File: src/rtl/uart_pkg.sv
// Shared UART definitions: frame state encoding, baud counter sizing and the
// default bit period used by both the transmitter and the future receiver.
package uart_pkg;

   typedef enum logic [2:0] {
      IDLE   = 3'd0,
      START  = 3'd1,
      DATA   = 3'd2,
      PARITY = 3'd3,
      STOP   = 3'd4
   } uart_state_t;

   // 50 MHz / 17778 baud
   localparam int UART_DEFAULT_CLKS_PER_BIT = 2813;

   function automatic int baud_cnt_width(input int clks_per_bit);
      return (clks_per_bit > 2) ? $clog2(clks_per_bit) : 1;
   endfunction

endpackage

File: src/rtl/uart_baud_tick.sv
// Bit-period counter: counts 0..CLKS_PER_BIT-1 and flags the terminal cycle.
// Held at zero while i_clear is high so a new bit period starts aligned.
module uart_baud_tick
   import uart_pkg::*;
#(
   parameter int CLKS_PER_BIT = UART_DEFAULT_CLKS_PER_BIT
) (
   input  logic clk,
   input  logic rst,
   input  logic i_clear,
   output logic o_tick
);

   localparam int CNT_W = baud_cnt_width(CLKS_PER_BIT);
   localparam logic [CNT_W-1:0] CNT_LAST = CNT_W'(CLKS_PER_BIT - 1);

   logic [CNT_W-1:0] r_count;

   always_ff @(posedge clk) begin
      if (rst || i_clear) begin
         r_count <= '0;
      end else if (r_count == CNT_LAST) begin
         r_count <= '0;
      end else begin
         r_count <= r_count + CNT_W'(1);
      end
   end

   assign o_tick = (r_count == CNT_LAST) && !i_clear;

endmodule

File: src/rtl/uart_tx_param.sv
// Parametrised UART transmitter with valid/ready word handshake.
// Optional parity bit after the data bits when UART_TX_PARITY_EN is defined.
module uart_tx_param
   import uart_pkg::*;
#(
   parameter int CLKS_PER_BIT = UART_DEFAULT_CLKS_PER_BIT,
   parameter int DATA_BITS    = 8,
   parameter int STOP_BITS    = 1,
   parameter int PARITY_ODD   = 0
) (
   input  logic                 clk,
   input  logic                 rst,
   input  logic [DATA_BITS-1:0] tx_data,
   input  logic                 tx_valid,
   output logic                 tx_ready,
   output logic                 tx_busy,
   output logic                 tx
);

   localparam int BIT_W = 4;
   localparam logic [BIT_W-1:0] DATA_LAST = BIT_W'(DATA_BITS - 1);
   localparam logic [BIT_W-1:0] STOP_LAST = BIT_W'(STOP_BITS - 1);

   generate
      if (CLKS_PER_BIT < 2 || DATA_BITS < 5 || DATA_BITS > 9 ||
          (STOP_BITS != 1 && STOP_BITS != 2) ||
          (PARITY_ODD != 0 && PARITY_ODD != 1)) begin : g_bad_params
         $error("uart_tx_param: illegal parameter value");
      end
   endgenerate

   uart_state_t          r_state, w_state_next;
   logic [DATA_BITS-1:0] r_shift, w_shift_next;
   logic [BIT_W-1:0]     r_bit_cnt, w_bit_cnt_next;
   logic                 r_tx, w_tx_next;
   logic                 w_tick;
   logic                 w_baud_clear;

`ifdef UART_TX_PARITY_EN
   localparam logic PARITY_INIT = (PARITY_ODD != 0);
   logic r_parity, w_parity_next;
`endif

   // Counter is parked at zero in IDLE so START gets a full bit period.
   assign w_baud_clear = (r_state == IDLE);

   uart_baud_tick #(
      .CLKS_PER_BIT(CLKS_PER_BIT)
   ) u_baud_tick (
      .clk    (clk),
      .rst    (rst),
      .i_clear(w_baud_clear),
      .o_tick (w_tick)
   );

   always_ff @(posedge clk) begin
      if (rst) begin
         r_state   <= IDLE;
         r_shift   <= '0;
         r_bit_cnt <= '0;
         r_tx      <= 1'b1;
`ifdef UART_TX_PARITY_EN
         r_parity  <= 1'b0;
`endif
      end else begin
         r_state   <= w_state_next;
         r_shift   <= w_shift_next;
         r_bit_cnt <= w_bit_cnt_next;
         r_tx      <= w_tx_next;
`ifdef UART_TX_PARITY_EN
         r_parity  <= w_parity_next;
`endif
      end
   end

   always_comb begin
      w_state_next   = r_state;
      w_shift_next   = r_shift;
      w_bit_cnt_next = r_bit_cnt;
      w_tx_next      = r_tx;
`ifdef UART_TX_PARITY_EN
      w_parity_next  = r_parity;
`endif
      case (r_state)
         IDLE: begin
            w_tx_next      = 1'b1;
            w_bit_cnt_next = '0;
            if (tx_valid) begin
               w_state_next = START;
               w_shift_next = tx_data;
               w_tx_next    = 1'b0;
`ifdef UART_TX_PARITY_EN
               w_parity_next = (^tx_data) ^ PARITY_INIT;
`endif
            end
         end
         START: begin
            w_tx_next = 1'b0;
            if (w_tick) begin
               w_state_next = DATA;
               w_tx_next    = r_shift[0];
            end
         end
         DATA: begin
            if (w_tick) begin
               if (r_bit_cnt == DATA_LAST) begin
                  w_bit_cnt_next = '0;
`ifdef UART_TX_PARITY_EN
                  w_state_next   = PARITY;
                  w_tx_next      = r_parity;
`else
                  w_state_next   = STOP;
                  w_tx_next      = 1'b1;
`endif
               end else begin
                  // Line already shows bit 0 of the shifter; pre-load the next one.
                  w_bit_cnt_next = r_bit_cnt + BIT_W'(1);
                  w_shift_next   = r_shift >> 1;
                  w_tx_next      = r_shift[1];
               end
            end
         end
`ifdef UART_TX_PARITY_EN
         PARITY: begin
            if (w_tick) begin
               w_state_next = STOP;
               w_tx_next    = 1'b1;
            end
         end
`endif
         STOP: begin
            w_tx_next = 1'b1;
            if (w_tick) begin
               if (r_bit_cnt == STOP_LAST) begin
                  w_state_next   = IDLE;
                  w_bit_cnt_next = '0;
               end else begin
                  w_bit_cnt_next = r_bit_cnt + BIT_W'(1);
               end
            end
         end
         default: begin
            w_state_next   = IDLE;
            w_tx_next      = 1'b1;
            w_bit_cnt_next = '0;
         end
      endcase
   end

   assign tx_ready = (r_state == IDLE);
   assign tx_busy  = (r_state != IDLE);
   assign tx       = r_tx;

endmodule

File: config.mk
export PLATFORM = sky130hd
export DESIGN_NAME = uart_tx_param
export DESIGN_NICKNAME = d
export VERILOG_FILES = /design/src/rtl/uart_pkg.sv /design/src/rtl/uart_baud_tick.sv /design/src/rtl/uart_tx_param.sv
export SDC_FILE = /design/constraint.sdc
export NUM_CORES = 1
export LEC_CHECK = 0
export ABC_AREA = 1
export CAP_MARGIN = 20
export CORE_ASPECT_RATIO = 0.5
export CORE_UTILIZATION = 40
export DETAILED_ROUTE_END_ITERATION = 12
export SYNTH_ARGS = -nofsm -noshare
export SYNTH_HDL_FRONTEND = slang
export SYNTH_SLANG_ARGS = --single-unit
File: constraint.sdc
create_clock -name clk -period 1.47 [get_ports clk]
set_input_delay 0.294 -clock clk [delete_from_list [all_inputs] [get_ports clk]]
set_output_delay 0.294 -clock clk [all_outputs]
set_load 0.02 [all_outputs]
==> results of run 1 <==
==> cells by family (layout without fill, tap and decap cells) <==
family | after synthesis | in the layout | share of synthesized area
AO/OA/AOI/OAI | 24 | 24 | 0.0800
XOR/XNOR | 3 | 3 | 0.0166
adder cells (fa/ha/maj) | 4 | 4 | 0.0317
buffers and inverters | 32 | 63 | 0.0879
flip-flops | 28 | 28 | 0.355
AND/OR/NAND/NOR | 146 | 146 | 0.429
==> worst max-delay path: stages, from the launching register on <==
cell	delay [ns]
dfxtp_2	0.34
buf_6	0.12
inv_4	0.05
ha_4	0.12
nand2_2	0.04
nor2_1	0.09
nor2_1	0.07
nor2_2	0.18
nand3_4	0.12
nand2_1	0.08
nand2_1	0.05
nor2_1	0.11
==> layer usage <==
layer / vias to the layer above / global-route usage
met2: 19 / 0.294
li1: 810 / -
met5: - / 0
met1: 700 / 0.190
met3: 2 / 0.0446
met4: 0 / 0.0286
==> state kept, by name, indices dropped and copies added (netlist names) <==
register / count
u_baud_tick.r_count: 12
r_shift: 8
r_bit_cnt: 4
r_state: 3
tx: 1
==> power by group <==
part	internal [uW]	total (uW)	switching, uW
registers	921	1000	84.1
logic	796	1850	1050
clock network	365	628	263
==> stage by stage <==
stage | hold WS, ns | util
2_1_floorplan | 0.363 | -
3_3_place_gp | 0.449 | 0.520
3_5_place_dp | 0.451 | 0.520
4_1_cts | 0.467 | 0.539
5_1_grt | 0.493 | 0.570
6_report | 0.462 | 0.570
==> placed cells by master (no fill, tap or decap), drive strengths merged, types with 4 or more instances in the layout <==
cell / synthesis / routed
a21oi: 15 / 15
buf: 5 / 21
clkbuf: 1 / 4
clkdlybuf4s50: 0 / 10
dfxtp: 28 / 28
ha: 4 / 4
inv: 26 / 26
nand2: 70 / 70
nand3: 16 / 16
nand3b: 8 / 8
nor2: 45 / 45
o21ai: 8 / 8
==> cell type report <==
cell class              instances  share of cell area
clock buffers                   3              0.0201
multi-input cells             177               0.471
flip-flops and latches         28               0.275
inverters                      26              0.0488
well taps                      51              0.0311
repair buffers                 33               0.139
clock inverters                 1              0.0146
==> final timing paths <==
| kind | startpoint | to | slack, ns | cells after the start |
|---|---|---|---|---|
| setup reg to reg | r_bit_cnt[0] | r_state[1] | 0.03 | 11 |
| setup / recovery | r_bit_cnt[0] | r_state[1] | 0.03 | 11 |
| hold reg to reg | u_baud_tick.r_count[10] | u_baud_tick.r_count[10] | 0.46 | 2 |
| hold / removal | u_baud_tick.r_count[10] | u_baud_tick.r_count[10] | 0.46 | 2 |
==> repair_timing <==
| item | CTS | global route |
|---|---|---|
| buffers inserted | 0 | 3 |
| hold buffers | 0 | 0 |
| setup endpoints to repair | 3 | 26 |
| resized for setup | 5 | 33 |
| pin swaps | 0 | 10 |
==> results.toml, run 1 <==
[status]
status = "complete, no violations"

[run]
drv_cap = 0

[final_layout]
antenna_cells = 0
drive_above_1_share = 0.224
nets = 284
stdcell_area_sq_um = 2050
seq_area_sq_um = 566
fill_cells = 349
finalNonFillerCells = 319
multiInputGateArea_sq_um = 967
area_growth_pct = 29.9

[timing]
min_period_ns = 1.44
hold_violations = 0
final.setup_skew_ns = 0.00707
tightest_slew_ns = 0.332
fmaxAchievable_ghz = 0.695
fin_tns_setup_ns = 0
slew_headroom = 0.777
setup_violations = 0
final.period_utilization = 0.978
drv_slew = 0
final.setup.worst_slack_ns = 0.0321
rsz0062_at_grt = "yes"

[critical_path]
cp-end-kind = "register"
worstSetupStartpointType = "register"
worstPathRequired_ns = 1.70
arrival_ns = 1.66
path_class = "reg2reg"
crit_fanout = 6

[place]
gp_congestion = 0.855
io_buffer_count = 13
place_ws_ns = 0.0107
hpwl_um = 2340
placed_area_sq_um = 1870
dpl.cell_count = 312

[routing]
highest_layer = "met4"
viasPerCell = 4.80
ant_nets = 0
drtIter0Drc = 65
route.met3.wl_um = 99
wl_met1_um = 1690
route.detailed.drc = 0
wirelength_um = 3380
wire_per_inst_um = 10.6
via_count = 1531
dr.pass1.iters = 4
wl_met2_um = 1580

[logic_synthesis]
ys_seq_area_frac = 0.355
yosys_warnings = 0
syn_area_sq_um = 1580
yosysMostFrequentCell = "nand2_1"
synthArstFlopShare = 0
syn_nets = 252
yosys.area.top_type_share = 0.355
synth_top_area_cell = "dfxtp_1"
synthFlopType = "dfxtp_1"
syn_avg_cell_area_sq_um = 6.67
synth_area_leaders = "dfxtp_1 (35%), nand2_1 (16%), nor2_1 (9.3%), inv_1 (5.7%), a21oi_1 (4.4%)"
synth_cell_types = 27
ys_seq_elements = 28
synth_edf_count = 0
syn_inst = 237
synth_top_cells_by_count = "nand2_1 (66), nor2_1 (39), dfxtp_1 (28)"

[floorplanning]
core_area_sq_um = 3600
dieArea_sq_um = 4220
rows = 15
start_util = 0.439
die_x_um = 90.9
pin_count = 14
die_h_um = 46.4

[global_routing]
grt_first_pass_wirelength_um = 5200
globalRoute.totalOverflow = 0
track_usage = 0.158
antenna_found_initial = 0
grt_pass1_vias = 1254
grt_max_degree = 18

[power_and_ir_drop]
powerDensity_nw_per_um2 = 1690
p_leak_uw = 0.000869
p_total_uw = 3480
vdd_drop_max_mv = 0.795

[clock_tree]
clock_latency_ns = 0.28
cts_sinks = 28
clk_pin_slew_ns = 0.10
clk_path_buf_depth = 2
root_buffer = "clkbuf_8"
numCtsBuffers = 3
cts_tree = "yes"
htree_levels = 1

[hold_path]
hold_path.class = "reg2reg"
(Power assumes the default switching activity.)
==> run 2, diff against run 1 <==
ABC_AREA = not set   (was 1)
CORE_MARGIN = 8   (was not set)
RECOVER_POWER = 100   (was not set)
==> run 2 against run 1 <==
Compared with the run above:
- the run now ends with negative setup slack left
- highest routed layer unchanged
- critical path type unchanged
- design area up 7.4%
- die area up 42%
- flip-flop and latch count unchanged
- critical endpoint is now r_bit_cnt[3]
- final cell count down 14%
- synthesized cell count down 28%
- setup slack worse by 0.29 ns
- utilization up 6.5 points
- first-iteration DRC count down 18%
- worst hold slack better by 0.024 ns
- non-clock buffer count up 24
==> results.toml, run 2 <==
[timing]
tightest_slew_ns = 0.328
setup_violations = 18
final.period_utilization = 1.18
rsz0062_at_grt = "yes"
drv_slew = 0
slew_headroom = 0.780
min_period_ns = 1.73
final.setup_skew_ns = 0.00220
hold_violations = 0
fmaxAchievable_ghz = 0.579
final.setup.worst_slack_ns = -0.258
fin_tns_setup_ns = -3.16
hold_ws_ns = 0.485

[logic_synthesis]
syn_avg_cell_area_sq_um = 8.63
synth_top_area_cell = "dfxtp_1"
syn_nets = 185
synthSimpleGateAreaFrac = 0.307
ys_seq_elements = 28
synthFlopType = "dfxtp_1"
synthAdderAreaFrac = 0.0341
synthArstFlopShare = 0
yosys.area.top_type_share = 0.382
synth_area_leaders = "dfxtp_1 (38%), nor2_1 (8.2%), nand2_1 (5.4%), a311oi_1 (4.2%), xor2_1 (3.6%)"
synth_xor_area_frac = 0.0656
synth_mux_area_frac = 0.0350
synth_cell_types = 43
syn_area_sq_um = 1470
ys_seq_area_frac = 0.382
synth_top_family_by_area = "simple AND/OR/NAND/NOR gates"
yosys_warnings = 0
synth_compound_area_frac = 0.133
yosysMostFrequentCell = "nor2_1"
synth_edf_count = 0
synth_top_cells_by_count = "nor2_1 (32), dfxtp_1 (28), nand2_1 (21)"
syn_inst = 170

[routing]
route.detailed.drc = 0
drtIter0Drc = 53
via_count = 1355
dr.pass1.iters = 4
wirelength_um = 3560
ant_nets = 0
viasPerCell = 4.93
wire_per_inst_um = 12.9

[floorplanning]
core_area_sq_um = 3470
die_x_um = 102
die_h_um = 58.8
start_util = 0.423
dieArea_sq_um = 5980
rows = 15
pin_count = 14

[global_routing]
track_usage = 0.121
globalRoute.totalOverflow = 0
grt_max_degree = 17
antenna_found_initial = 0
grt_first_pass_wirelength_um = 5800
grt_pass1_vias = 1301

[power_and_ir_drop]
p_leak_uw = 0.000908
power.internal_uw = 1350
powerDensity_nw_per_um2 = 853
p_comb_frac = 0.294
p_switching_uw = 530
switching_share = 0.282
p_seq_frac = 0.450
vdd_drop_max_mv = 0.348
clockPowerShare = 0.256

[place]
gp_congestion = 0.800
hpwl_um = 2450
io_buffer_count = 13
placed_area_sq_um = 2000

[clock_tree]
numCtsBuffers = 3
clock_latency_ns = 0.28
cts_tree = "yes"
root_buffer = "clkbuf_8"
cts_sinks = 28
clk_path_buf_depth = 2
cts_hold_buf = 0
clk_pin_slew_ns = 0.09
htree_levels = 1

[critical_path]
worstSetupStartpointType = "register"
cp-end-kind = "register"
arrival_ns = 1.94
crit_fanout = 3
path_class = "reg2reg"
rrSetupSlack_ns = -0.26
worstPathRequired_ns = 1.69

[status]
violations = "negative setup slack"
status = "finished, violations left"

[final_layout]
stdcell_area_sq_um = 2200
top_regs = "u_baud_tick.r_count (12), r_shift (8), r_bit_cnt (4)"
layout_common_cells = "buf_4 (37), nor2_1 (26), nand2_1 (21), dfxtp_1 (17), dfxtp_2 (11)"
layout_commonest_cell = "buf_4"
drive_above_1_share = 0.429
top_register = "u_baud_tick.r_count"
antenna_cells = 0
area_growth_pct = 50.2
utilization = 0.635
largest_reg_flops = 12
nets = 240

[run]
drv_cap = 0

[hold_path]
hold_path.class = "reg2reg"
## run 2: metrics by stage
| step | std cells | total power [uW] | worst slack, ns |
|---|---|---|---|
| after floorplan | 170 | 1140 | -0.184 |
| after global placement | 264 | 1310 | -0.229 |
| after detailed placement | 264 | 1310 | -0.279 |
| after CTS | 274 | 1830 | -0.290 |
| after global routing | 275 | 1970 | -0.345 |
| final | 275 | 1880 | -0.258 |
## run 2: final cells by class
type                       instances  area (sq um)
tap                               51          63.8
clock buffer                       4          55.1
multi-input combinational        128           986
inverter                           7          26.3
timing repair buffer              57           499
sequential                        28           574
fill                             291          1270
## run 2: timing repair
item / in CTS / in global routing
gates resized for setup: 22 / 21
endpoints found under the setup margin: 30 / 25
cloned: 0 / 1
pin swaps: 5 / 13
buffers inserted: 6 / 0
## run 2: worst paths after layout
kind | start | to | cells past startpoint
hold reg to reg | r_shift[7] | r_shift[7] | 2
setup reg to reg | u_baud_tick.r_count[1] | r_bit_cnt[3] | 7
setup / recovery | u_baud_tick.r_count[1] | r_bit_cnt[3] | 7
hold / removal | r_shift[7] | r_shift[7] | 2
## run 2: per-layer routing
metal	up-vias	track usage	wire (um)	part of all wire
li1	696	-	-	-
met1	646	0.148	1760	0.49
met2	11	0.205	1700	0.48
met3	2	0.0282	64	0.018
met4	0	0.0377	36	0.010
met5	-	0	0	0
## run 2: power by group through the flow
stage,logic [uW],registers (uW),clock network [uW]
finish,553,846,482
global route,596,851,527
CTS,492,838,503
detailed placement,456,855,0
global placement,453,854,0
floorplan,286,851,0
## run 2: worst max-delay path, stage by stage (launching register included)
cell and delay (ns):
dfxtp_2 0.33, inv_2 0.07, ha_4 0.14, nand3b_4 0.10, o31ai_4 0.26, o221ai_4 0.16
or4b_1 0.48, a21oi_1 0.12
## run 2: logic make-up after synthesis
group / Yosys count
fa+ha+maj: 4
buf+inv: 15
xor+xnor: 11
mux: 5
simple gates: 83
compound gates: 24
flops: 28
==> run 3, diff against run 2 <==
CTS_CLUSTER_SIZE = 16   (was not set)
==> results of run 3 <==
No change in the layout: final DEF, timing and power equal those of run 2.
